===== src/rtl/mem_arb_pkg.sv =====
// Shared definitions for the two-port Mem arbiter: state encoding, port
// indices, the all-lanes select constant and a byte-lane mask helper.
package mem_arb_pkg;

  localparam logic [1:0] ST_IDLE  = 2'd0;
  localparam logic [1:0] ST_ISSUE = 2'd1;
  localparam logic [1:0] ST_RESP  = 2'd2;
  localparam logic [1:0] ST_CLEAR = 2'd3;

  localparam logic PORT_IF = 1'b0;  // instruction fetch
  localparam logic PORT_LS = 1'b1;  // load/store

  localparam logic [3:0] SEL_ALL = 4'hF;

  typedef enum logic [1:0] {
    S_IDLE  = ST_IDLE,
    S_ISSUE = ST_ISSUE,
    S_RESP  = ST_RESP,
    S_CLEAR = ST_CLEAR
  } state_e;

  // Expand a 4-bit byte-lane select into a 32-bit bit mask.
  function automatic logic [31:0] lane_mask(input logic [3:0] sel);
    logic [31:0] m;
    for (int k = 0; k < 4; k++) begin
      m[8*k +: 8] = {8{sel[k]}};
    end
    return m;
  endfunction

endpackage


===== src/rtl/mem_arb_pick.sv =====
// Combinational two-way request picker.
// Build option: MEM_ARB_RR_EN selects round-robin on a tie (the port that
// was not granted last wins); without it port 0 always wins a tie.
module mem_arb_pick
  import mem_arb_pkg::*;
(
  input  logic [1:0] req,
  input  logic       rr_last,
  output logic       gnt,
  output logic       any
);

`ifndef MEM_ARB_RR_EN
  // The fixed-priority picker has no use for the round-robin history.
  logic unused_rr;
  assign unused_rr = rr_last;
`endif

  // Choose the winning port; gnt is only meaningful while any is high.
  always_comb begin
    any = |req;
`ifdef MEM_ARB_RR_EN
    if (req == 2'b11) begin
      gnt = rr_last ? PORT_IF : PORT_LS;
    end else begin
      gnt = req[1] ? PORT_LS : PORT_IF;
    end
`else
    gnt = req[0] ? PORT_IF : PORT_LS;
`endif
  end

endmodule


===== src/rtl/mem_arbiter.sv =====
// Two-port arbiter for a single word-wide Mem: p0 = instruction fetch,
// p1 = load/store, plus a whole-memory clear request. One access is in
// flight at a time: IDLE/RESP arbitrate, ISSUE drives Mem, RESP returns
// the ack (and the read word), CLEAR pulses mem_clr.
// Build option: MEM_ARB_RR_EN enables round-robin tie breaking.
module mem_arbiter
  import mem_arb_pkg::*;
#(
  parameter int MEM_ADDR_BITS = 20,
  parameter int MEM_DATA_BITS = 32
) (
  input  logic                     clk,
  input  logic                     rst_n,
  input  logic                     p0_req,
  input  logic                     p0_we,
  input  logic [3:0]               p0_sel,
  input  logic [MEM_ADDR_BITS-1:0] p0_addr,
  input  logic [MEM_DATA_BITS-1:0] p0_wdata,
  output logic                     p0_ack,
  output logic [MEM_DATA_BITS-1:0] p0_rdata,
  input  logic                     p1_req,
  input  logic                     p1_we,
  input  logic [3:0]               p1_sel,
  input  logic [MEM_ADDR_BITS-1:0] p1_addr,
  input  logic [MEM_DATA_BITS-1:0] p1_wdata,
  output logic                     p1_ack,
  output logic [MEM_DATA_BITS-1:0] p1_rdata,
  input  logic                     clr_req,
  output logic                     clr_done,
  output logic [MEM_ADDR_BITS-1:0] mem_addr,
  output logic [MEM_DATA_BITS-1:0] mem_data_in,
  output logic                     mem_str,
  output logic                     mem_ld,
  output logic [3:0]               mem_sel,
  output logic                     mem_clr,
  input  logic [MEM_DATA_BITS-1:0] mem_data_out
);

  logic [1:0] req;
  logic       pick_gnt;
  logic       pick_any;
  logic       rr_last;

  assign req = {p1_req, p0_req};

`ifdef MEM_ARB_RR_EN
  logic rr_last_q, rr_last_d;
  assign rr_last = rr_last_q;
`else
  assign rr_last = 1'b1;
`endif

  mem_arb_pick u_pick (
    .req     (req),
    .rr_last (rr_last),
    .gnt     (pick_gnt),
    .any     (pick_any)
  );

  // Request fields of whichever port the picker chose this cycle.
  logic                     win_we;
  logic [3:0]               win_sel;
  logic [MEM_ADDR_BITS-1:0] win_addr;
  logic [MEM_DATA_BITS-1:0] win_wdata;

  assign win_we    = (pick_gnt == PORT_LS) ? p1_we    : p0_we;
  assign win_sel   = (pick_gnt == PORT_LS) ? p1_sel   : p0_sel;
  assign win_addr  = (pick_gnt == PORT_LS) ? p1_addr  : p0_addr;
  assign win_wdata = (pick_gnt == PORT_LS) ? p1_wdata : p0_wdata;

  state_e                   state_q, state_d;
  logic                     gnt_q, gnt_d;
  logic                     we_q, we_d;
  // Set when the current RESP cycle is the completion of a clear, not a port access.
  logic                     clr_phase_q, clr_phase_d;
  logic [MEM_ADDR_BITS-1:0] mem_addr_q, mem_addr_d;
  logic [MEM_DATA_BITS-1:0] mem_data_in_q, mem_data_in_d;
  logic                     mem_str_q, mem_str_d;
  logic                     mem_ld_q, mem_ld_d;
  logic [3:0]               mem_sel_q, mem_sel_d;
  logic                     mem_clr_q, mem_clr_d;

  // Next state, grant latch and the registered Mem pin values for the next cycle.
  always_comb begin
    state_d       = state_q;
    gnt_d         = gnt_q;
    we_d          = we_q;
    clr_phase_d   = clr_phase_q;
    mem_addr_d    = '0;
    mem_data_in_d = '0;
    mem_str_d     = 1'b0;
    mem_ld_d      = 1'b0;
    mem_sel_d     = '0;
    mem_clr_d     = 1'b0;
`ifdef MEM_ARB_RR_EN
    rr_last_d     = rr_last_q;
`endif
    case (state_q)
      S_IDLE, S_RESP: begin
        if (clr_req) begin
          state_d   = S_CLEAR;
          mem_clr_d = 1'b1;
        end else if (pick_any) begin
          state_d       = S_ISSUE;
          gnt_d         = pick_gnt;
          we_d          = win_we;
          mem_addr_d    = win_addr;
          mem_sel_d     = win_sel;
          mem_data_in_d = win_wdata;
          mem_str_d     = win_we;
          mem_ld_d      = ~win_we;
`ifdef MEM_ARB_RR_EN
          rr_last_d     = pick_gnt;
`endif
        end else begin
          state_d = S_IDLE;
        end
      end
      S_ISSUE: begin
        state_d     = S_RESP;
        clr_phase_d = 1'b0;
      end
      S_CLEAR: begin
        state_d     = S_RESP;
        clr_phase_d = 1'b1;
      end
      default: state_d = S_IDLE;
    endcase
  end

  // State and output registers; reset drops any access in flight.
  always_ff @(posedge clk or negedge rst_n) begin
    if (!rst_n) begin
      state_q       <= S_IDLE;
      gnt_q         <= PORT_IF;
      we_q          <= 1'b0;
      clr_phase_q   <= 1'b0;
      mem_addr_q    <= '0;
      mem_data_in_q <= '0;
      mem_str_q     <= 1'b0;
      mem_ld_q      <= 1'b0;
      mem_sel_q     <= '0;
      mem_clr_q     <= 1'b0;
    end else begin
      state_q       <= state_d;
      gnt_q         <= gnt_d;
      we_q          <= we_d;
      clr_phase_q   <= clr_phase_d;
      mem_addr_q    <= mem_addr_d;
      mem_data_in_q <= mem_data_in_d;
      mem_str_q     <= mem_str_d;
      mem_ld_q      <= mem_ld_d;
      mem_sel_q     <= mem_sel_d;
      mem_clr_q     <= mem_clr_d;
    end
  end

`ifdef MEM_ARB_RR_EN
  // Round-robin history; starts at port 1 so port 0 wins the first tie.
  always_ff @(posedge clk or negedge rst_n) begin
    if (!rst_n) begin
      rr_last_q <= PORT_LS;
    end else begin
      rr_last_q <= rr_last_d;
    end
  end
`endif

  assign mem_addr    = mem_addr_q;
  assign mem_data_in = mem_data_in_q;
  assign mem_str     = mem_str_q;
  assign mem_ld      = mem_ld_q;
  assign mem_sel     = mem_sel_q;
  assign mem_clr     = mem_clr_q;

  // Acks and read data exist only in RESP; Mem's registered word is valid then.
  logic resp_port;
  assign resp_port = (state_q == S_RESP) && !clr_phase_q;
  assign clr_done  = (state_q == S_RESP) && clr_phase_q;
  assign p0_ack    = resp_port && (gnt_q == PORT_IF);
  assign p1_ack    = resp_port && (gnt_q == PORT_LS);
  assign p0_rdata  = (p0_ack && !we_q) ? mem_data_out : '0;
  assign p1_rdata  = (p1_ack && !we_q) ? mem_data_out : '0;

endmodule


===== config.mk =====
export PLATFORM = sky130hd
export DESIGN_NAME = mem_arbiter
export DESIGN_NICKNAME = d
export VERILOG_FILES = /design/src/rtl/mem_arb_pkg.sv /design/src/rtl/mem_arb_pick.sv /design/src/rtl/mem_arbiter.sv
export SDC_FILE = /design/constraint.sdc
export NUM_CORES = 1
export LEC_CHECK = 0
export ABC_AREA = 0
export BUFFER_PORTS_ARGS = -buffer_cell sky130_fd_sc_hd__buf_2
export CORE_MARGIN = 2
export CORE_UTILIZATION = 25
export CTS_BUF_LIST = sky130_fd_sc_hd__clkbuf_4
export DETAILED_ROUTE_END_ITERATION = 10
export RECOVER_POWER = 100
export SYNTH_ARGS = -nofsm -noshare
export SYNTH_HDL_FRONTEND = slang
export SYNTH_SLANG_ARGS = --single-unit

===== constraint.sdc =====
create_clock -name clk -period 3.7 [get_ports clk]
set_clock_uncertainty 0.2 [all_clocks]
set_input_delay 0.555 -clock clk [delete_from_list [all_inputs] [get_ports clk]]
set_output_delay 0.555 -clock clk [all_outputs]
set_load 0.005 [all_outputs]

Word level (Yosys, flattened, before mapping)
Cells that the tools add are included.
{"block": "word_totals", "ff_bits": 64, "in_bits": 151, "out_inout_bits": 126, "wordCells": 58}
{"block": "op_classes", "eq_ne": 3, "n_mux": 28, "n_bitwise": 3, "n_reduce_logical": 14}
{"operator": "$mux 32", "count": 6}
{"operator": "$mux 20", "count": 4}
{"operator": "$mux 4", "count": 4}
{"operator": "$mux 1", "count": 11}
{"operator": "$logic_and 1x1->1", "count": 6}
{"operator": "$reduce_or 2->1", "count": 3}
{"operator": "$eq 2x2->1 const B", "count": 2}
{"operator": "$pmux 2 s2", "count": 1}
{"operator": "$not 1->1", "count": 3}
{"operator": "$reduce_and 3->1", "count": 1}
{"operator": "$eq 2x1->1 const B", "count": 1}
{"operator": "$logic_not 1->1", "count": 2}
{"operator": "$logic_not 2->1", "count": 1}
{"operator": "$mux 2", "count": 1}
{"operator": "$pmux 1 s2", "count": 1}
{"operator": "$reduce_bool 2->1", "count": 1}

Longest topological paths before layout
Gate-level depths: netlist of run 1.
{"block": "depth", "word_depth": 5, "mapped_depth": 5, "depth_no_buf": 3}

Cells and area by module
Synthesis of run 1 repeated with hierarchy kept, for this count alone.
{"block": "unflattened", "hier_cells": 317, "area_unflattened_um2": 3294.4}
{"module": "mem_arbiter", "instances": 1, "cells_each": 315, "area_per_inst_um2": 3284.4, "seq_area_each_um2": 1601.5}
{"module": "mem_arb_pick", "instances": 1, "cells_each": 2, "area_per_inst_um2": 10.0, "seq_area_each_um2": 0.0}

Worst setup path after synthesis of run 1
Ideal clock, no wire load.
{"block": "synth_path", "path_kind": "reg-to-output", "start": "register state_q[0]", "end": "output port p0_rdata[10]", "t_arrival_ns": 1.088, "required_ns": 2.945, "path_slack_ns": 1.857, "path_stages_with_launch": 6, "path_buffers": 2, "path_cell_list": "dfrtp_1 -> nor3b_2 -> nand2b_1 -> buf_2 -> buf_6 -> nor2_2"}
{"block": "synth_via", "elab_chain_len": 5}
{"element": "start, declared", "line": "mem_arbiter.sv:71", "text": "state_e state_q, state_d;"}
{"element": "start signal, assigned", "line": "mem_arbiter.sv:145", "text": "state_q <= state_d;"}
{"element": "$eq 2x2->1", "line": "mem_arbiter.sv:178", "text": "assign resp_port = (state_q == S_RESP) && !clr_phase_q;"}
{"element": "$logic_and 1x1->1", "line": "mem_arbiter.sv:178"}
{"element": "$logic_and 1x1->1", "line": "mem_arbiter.sv:180", "text": "assign p0_ack = resp_port && (gnt_q == PORT_IF);"}
{"element": "$logic_and 1x1->1", "line": "mem_arbiter.sv:182", "text": "assign p0_rdata = (p0_ack && !we_q) ? mem_data_out : '0;"}
{"element": "$mux 32", "line": "mem_arbiter.sv:182"}
{"element": "end, declared", "line": "mem_arbiter.sv:20", "text": "output logic [MEM_DATA_BITS-1:0] p0_rdata,"}
Every way passes these cells.

Final worst setup path of run 1
{"block": "layout_path", "start": "register state_q[0]", "end": "output port p1_rdata[25]"}
{"block": "layout_via", "elab_chain_len": 5}
{"element": "$eq 2x2->1", "line": "mem_arbiter.sv:178"}
{"element": "$logic_and 1x1->1", "line": "mem_arbiter.sv:178"}
{"element": "$logic_and 1x1->1", "line": "mem_arbiter.sv:181", "text": "assign p1_ack = resp_port && (gnt_q == PORT_LS);"}
{"element": "$logic_and 1x1->1", "line": "mem_arbiter.sv:183", "text": "assign p1_rdata = (p1_ack && !we_q) ? mem_data_out : '0;"}
{"element": "$mux 32", "line": "mem_arbiter.sv:183"}
{"element": "end, declared", "line": "mem_arbiter.sv:27", "text": "output logic [MEM_DATA_BITS-1:0] p1_rdata,"}
Every way passes these cells.

==> run metrics, run 1 <==
clock tree from TritonCTS=yes; number of global-route vias before repair=2,958; clock latency on the worst-skew pair=370 ps; Syn Inst Count=315; portion of synthesized cell area occupied by the leading cell type=51.9%; Power Dens Cells=371 mW/mm^2; biggest area contributors in the synthesized netlist=sky130_fd_sc_hd__dfrtp_1, sky130_fd_sc_hd__mux2i_1, sky130_fd_sc_hd__nor2_1, sky130_fd_sc_hd__nor2_2, sky130_fd_sc_hd__nand2_1; Bufs on Longest Clock Path=2; violated checks=max-capacitance violations, max-slew violations; CTS Buf Count=9; RSZ-0062 raised after global routing=no; fraction of synthesis flops using an asynchronous set or reset pin=100%; largest voltage drop on the vdd net=0.139 mV; highest cell delay on the worst timing path=660 ps; maximum number of pins on one net before global-route repair=39; fraction of synthesized cell area in xor and xnor cells=0%; Die H=115 um; worst-path cell with the longest stage delay=sky130_fd_sc_hd__nand2_1; hold-critical path depth=3; Leak Pwr=2.48 nW; fraction of final layout cells sized beyond drive strength 1=39.5%; count of nets after finishing=735; Hold Path Sink=mem_data_in[30]; achievable frequency=330 MHz; count of fill cells added during filler insertion=1,277; cell with the most instances after synthesis=sky130_fd_sc_hd__nor2_1; Critical Path Source Type=register; Data required, critical path=2940 ps; portion of netlist area occupied by mux cells=19.2%; number of distinct library cells after synthesis=19; GP Congestion=0.782; post-cts gate resize count=0; worst hold slack across all endpoints=196 ps; origin of the worst min-delay path=p1_wdata[30]; crit path DAT=2270 ps; clock transition at the registers of the reported paths=110 ps; total congestion overflow=0; global-route wire length before repair=13.7 mm; top_reg_cell synth=sky130_fd_sc_hd__dfrtp_1; worst setup path class=reg -> out; clock root buffer master=sky130_fd_sc_hd__clkbuf_4; # H-tree levels=3; Die Footprint=0.0132 mm^2; post-synthesis adder-cell area fraction=0%; total detailed-routing wirelength=9.53 mm; All-Layer GR Usage=13.4%; endpoint kind of the worst setup timing path=output pin; initial antenna violation count=0; cell area after synthesis=0.00309 mm^2; worst reg2reg path endpoint=mem_sel[0]; Tightest Pin Transition=2140 ps; diode count=0; Top-Level Pins=277; cell-by-cell trace of the critical path=nor3b_1 -> nand2_1 -> nor2_1 -> clkbuf_1; Tightest Hold Check Type=in -> reg; Final Hold Violating Endpoints=0; most frequent cells after synthesis=sky130_fd_sc_hd__nor2_1, sky130_fd_sc_hd__dfrtp_1, sky130_fd_sc_hd__mux2i_1; post-synth net total=466; count of vias placed by the detailed router=3,124; count of buffer and inverter cells on the critical path=1; synthesized area divided by synthesized cell count=9.80 um^2; Post-DRT Antenna Nets=0; x dimension of the die=115 um; register-to-register setup slack=1890 ps; number of warnings issued by yosys=0; largest family of logic cells by synthesized area=simple AND/OR/NAND/NOR gates; Remaining DRCs=0; largest fanout on the critical path=33; proportion of synthesized chip area in sequential cells=51.9%; simple logic cell fraction of the synthesized area=23.0%; number of max-cap violations=1; shortest clock period the worst path allows after layout=3030 ps; count of state elements after synthesis=64; port buffer count=276; biggest area consumer among synthesized cells=sky130_fd_sc_hd__dfrtp_1; core area=0.0120 mm^2; start of the worst register-to-register path=state_q[0]; worst relative slew slack=-42.4%; kind of cell with the highest combined delay on the critical path=simple AND/OR/NAND/NOR gates; detail-routed via count per cell=4.25; number of flops mapped to enable cells by yosys=0; clock sinks=64; Iteration-0 DRC Markers=87; # setup viols final=0; Routed WL per cell=13.0 um; final-report max-slew violation count=30; final clock period utilization by the worst path=81.8%; half-perimeter wire length of the detailed placement result=7.68 mm; starting density of the core=25.7%; synth-to-layout area growth=48.3%; cell depth of the worst flop-to-flop path=4; Compound-Gate Fraction of Synth Area=0.608%; std cell rows=40; number of search-and-repair iterations in the first detailed-routing pass=4; run status=finished with violations; Fin Setup TNS=0 ps
-- through the flow --
step           instances  instance area [um^2]  utilization, %  setup slack [ps]  power [W]
4_1_cts              735                  4720            39.3               671    0.00176
3_3_place_gp         719                  4560            37.9              1260    0.00122
2_1_floorplan        315                  3090               -              1860    0.00102
5_1_grt              735                  4580            38.1               375    0.00182
6_report             735                  4580            38.1               674    0.00170
3_5_place_dp         719                  4560            37.9              1140    0.00122
-- tightest hold or removal path: stages --
cell                      delay [ps]
sky130_fd_sc_hd__buf_2            70
sky130_fd_sc_hd__mux2i_1          50
sky130_fd_sc_hd__nor2_1           70
-- flip-flops by register name (all words and copies together) (netlist names) --
signal       count
gnt_q            1
mem_ld           1
mem_sel          4
mem_clr          1
mem_str          1
mem_addr        20
we_q             1
state_q          2
mem_data_in     32
clr_phase_q      1
-- worst max path at each step --
| stage | cells past startpoint | slack, ps | end | start |
|---|---|---|---|---|
| 3_3_place_gp | 4 | 1260 | p1_rdata[31] | state_q[0] |
| 4_1_cts | 4 | 670 | p1_rdata[4] | state_q[0] |
| 5_1_grt | 3 | 380 | mem_data_in[9] | rst_n |
| 2_1_floorplan | 5 | 1860 | p0_rdata[10] | state_q[0] |
| 3_5_place_dp | 4 | 1140 | p1_rdata[4] | state_q[0] |
| 6_report | 4 | 670 | p1_rdata[25] | state_q[0] |
-- metal layers --
metal  part of all wire (%)  routed length (um)  GRT usage [%]
met5                      0                   0              0
met4                    1.6                 152           5.06
met3                    9.1                 863           4.16
met2                     53                5010           25.9
met1                     37                3500           13.2
-- cells in the final DEF (no fill, tap or decap), drive strengths merged --
| cell | count |
|---|---|
| nor2b | 2 |
| buf | 178 |
| o21ai | 1 |
| nor3 | 1 |
| a21oi | 2 |
| bufinv | 2 |
| nand2 | 33 |
| mux2i | 58 |
| nor3b | 1 |
| inv | 4 |
| clkinv | 3 |
| nand2b | 1 |
| dfrtp | 64 |
| and3b | 1 |
| dlygate4sd3 | 1 |
| nor2 | 123 |
| clkbuf | 112 |
| mux2 | 1 |
-- timing repair --
action                                 4_1_cts  5_1_grt
hold buffers                                 1        0
endpoints found under the hold margin       26        0
setup buffers                                0        0
-- cells by family after synthesis --
group | count (synthesis)
flops | 64
compound gates | 3
mux | 59
buf+inv | 27
simple gates | 162
-- power breakdown --
part	internal, W	leakage, nW	total (W)	switching (W)
Combinational	0.000168	1.55	0.000417	0.000249
Sequential	0.000751	0.855	0.000770	0.0000190
Clock	0.000273	0.0813	0.000511	0.000238
-- final cells by class --
| class | count | area [um^2] | area share [%] |
|---|---|---|---|
| Sequential cell | 64 | 1600 | 35.0 |
| Timing Repair Buffer | 281 | 1320 | 28.8 |
| Multi-Input combinational cell | 224 | 1310 | 28.7 |
| Tap cell | 147 | 184 | 4.02 |
| Clock buffer | 10 | 75.1 | 1.64 |
| Clock inverter | 5 | 72.6 | 1.59 |
| Inverter | 4 | 15.0 | 0.328 |
(Power assumes the default switching activity.)
==> run 2: changes to the inputs <==
--- a/config.mk
+++ b/config.mk
@@ -5,7 +5,7 @@
 export SDC_FILE = /design/constraint.sdc
 export NUM_CORES = 1
 export LEC_CHECK = 0
-export ABC_AREA = 0
+export ABC_AREA = 1
 export BUFFER_PORTS_ARGS = -buffer_cell sky130_fd_sc_hd__buf_2
 export CORE_MARGIN = 2
 export CORE_UTILIZATION = 25
==> constraint.sdc (replaced) <==
create_clock -name clk -period 2.95 [get_ports clk]
set_clock_uncertainty 0.2 [all_clocks]
set_input_delay 0.4425 -clock clk [delete_from_list [all_inputs] [get_ports clk]]
set_output_delay 0.4425 -clock clk [all_outputs]
set_load 0.005 [all_outputs]
==> run 2 against run 1 <==
Net effect: the run still ends with max-capacitance violations, max-slew violations left; routed wire length grew 11%; first-iteration DRC count grew 10%; flip-flop and latch count did not move; combinational power increased by 13%; clock-buffer cell count stayed put; critical endpoint is now p0_rdata[10]; largest cell class unchanged.
==> run metrics, run 2 <==
run status=finished with violations; violated checks=max-capacitance violations, max-slew violations; Die H=114 um; Bufs on Longest Clock Path=2; clock sinks=64; top_reg_cell synth=sky130_fd_sc_hd__dfrtp_1; worst hold slack across all endpoints=71.5 ps; achievable frequency=393 MHz; All-Layer GR Usage=15.8%; fraction of synthesis flops using an asynchronous set or reset pin=100%; half-perimeter wire length of the detailed placement result=8.36 mm; final-report max-slew violation count=29; post-synth net total=537; # H-tree levels=3; Tightest Pin Transition=1650 ps; met2 wire len=5.60 mm; count of vias placed by the detailed router=3,471; flip-flop count of the largest register after layout=32; number of search-and-repair iterations in the first detailed-routing pass=4; Fin Setup TNS=0 ps; highest routed metal layer=met4; Remaining DRCs=0; number of global-route vias before repair=3,294; # setup viols final=0; Routed WL per cell=13.1 um; biggest area consumer among synthesized cells=sky130_fd_sc_hd__dfrtp_1; highest cell delay on the worst timing path=430 ps; origin of the worst min-delay path=p1_wdata[25]; shortest clock period the worst path allows after layout=2540 ps; worst-path cell with the longest stage delay=sky130_fd_sc_hd__dfrtp_1; Iteration-0 DRC Markers=96; std cell rows=40; metal1 wirelength=3.99 mm; total congestion overflow=0; crit path DAT=1900 ps; biggest area contributors in the synthesized netlist=sky130_fd_sc_hd__dfrtp_1, sky130_fd_sc_hd__nand2_1, sky130_fd_sc_hd__nor2_1, sky130_fd_sc_hd__a21oi_1, sky130_fd_sc_hd__inv_1; clock transition at the registers of the reported paths=110 ps; number of distinct library cells after synthesis=15; final std cells w/o fill=805; start of the worst register-to-register path=state_q[0]; diode count=0; portion of synthesized cell area occupied by the leading cell type=52.6%; Final Hold Violating Endpoints=0; RSZ-0062 raised after global routing=no; number of flops mapped to enable cells by yosys=0; x dimension of the die=114 um; cell with the most instances after synthesis=sky130_fd_sc_hd__nand2_1; most repeated library cell on the critical path=sky130_fd_sc_hd__nor2_1; count of nets after finishing=805; most frequent cells in the layout=sky130_fd_sc_hd__buf_2, sky130_fd_sc_hd__nand2_1, sky130_fd_sc_hd__clkbuf_1; endpoint kind of the worst setup timing path=output pin; clock tree from TritonCTS=yes; starting density of the core=25.4%; commonest non-fill, non-tap cell in the layout=sky130_fd_sc_hd__buf_2; synthesized area divided by synthesized cell count=7.88 um^2; GP Congestion=0.858; beginning of the critical path=state_q[0]; Critical Path Source Type=register; proportion of synthesized chip area in sequential cells=52.6%; global-route wire length before repair=15.8 mm; port buffer count=276; final clock period utilization by the worst path=86.2%; maximum number of pins on one net before global-route repair=44; synth-to-layout area growth=46.7%; Data required, critical path=2310 ps; detail-routed via count per cell=4.31; Tightest Hold Check Type=in -> reg; Die Footprint=0.0131 mm^2; total detailed-routing wirelength=10.6 mm; routed length on met3=786 um; number of warnings issued by yosys=0; number of max-cap violations=1; count of state elements after synthesis=64; worst relative slew slack=-10.2%; fraction of final layout cells sized beyond drive strength 1=31.9%; cell area after synthesis=0.00304 mm^2; largest fanout on the critical path=32; initial antenna violation count=0; cell-by-cell trace of the critical path=nor2_1 -> nand4_4 -> nor2_1 -> clkbuf_1; clock latency on the worst-skew pair=380 ps; Post-DRT Antenna Nets=0; most frequent cells after synthesis=sky130_fd_sc_hd__nand2_1, sky130_fd_sc_hd__nor2_1, sky130_fd_sc_hd__dfrtp_1; core area=0.0120 mm^2; Leak Pwr=2.57 nW; CTS Buf Count=9; Top-Level Pins=277; Power Dens Cells=426 mW/mm^2; largest voltage drop on the vdd net=0.161 mV; dpl cells=789; worst setup path class=reg -> out; Syn Inst Count=386; clock root buffer master=sky130_fd_sc_hd__clkbuf_4
## run 2: cell families after synthesis
logic type	share of synthesized area [%]
AOI/OAI and AO/OA	11.2
DFF	52.6
and+or+nand+nor	24.9
buffers and inverters	11.2
## run 2: area by class of cell
type / instances / area, um^2
tap: 147 / 184
clock inverter: 5 / 25.0
multi-input combinational: 256 / 1090
inverter: 41 / 154
timing repair buffer: 282 / 1340
fill: 1320 / 7500
clock buffer: 10 / 75.1
sequential: 64 / 1600
## run 2: what timing repair did
item / 4_1_cts / 5_1_grt
setup buffers: 0 / 0
setup endpoints to repair: 0 / 1
hold endpoints to repair: 28 / 0
hold buffers: 1 / 0
resized for setup: 0 / 1
## run 2: power by group
part | switching [W] | internal (W)
combinational | 0.000282 | 0.000189
sequential | 0.0000223 | 0.000937
clock | 0.000304 | 0.000170
## run 2: stage by stage
step	instance area, um^2	worst slack (ps)	total power [W]	util (%)
floorplan	3040	1280	0.00121	-
global placement	4490	797	0.00146	37.5
detailed placement	4490	673	0.00147	37.5
CTS	4600	193	0.00197	38.5
global route	4460	158	0.00205	37.3
finish	4460	406	0.00190	37.3
## run 2: metal layers
layer,global-route usage [%],vias up
met5,0,-
met4,6.10,0
met3,4.24,11
met2,29.8,177
met1,16.5,1581
li1,-,1702
## run 2: worst max-delay path: cells and delay by family, from the launching register on
| family | cells | cell delay [ps] |
|---|---|---|
| flip-flops | 1 | 430 |
| buffers and inverters | 1 | 130 |
| AND/OR/NAND/NOR | 3 | 940 |
## run 2: final timing paths
| path | end | slack, ps | depth (start not counted) |
|---|---|---|---|
| worst max-delay path | p0_rdata[10] | 410 | 4 |
| worst min-delay path | mem_data_in[25] | 70 | 3 |
| worst max register to register | mem_data_in[10] | 1300 | 4 |
| worst min register to register | we_q | 290 | 2 |
| max in group asynchronous | mem_addr[13] | 790 | 2 |
| min in group asynchronous | mem_data_in[27] | 790 | 2 |
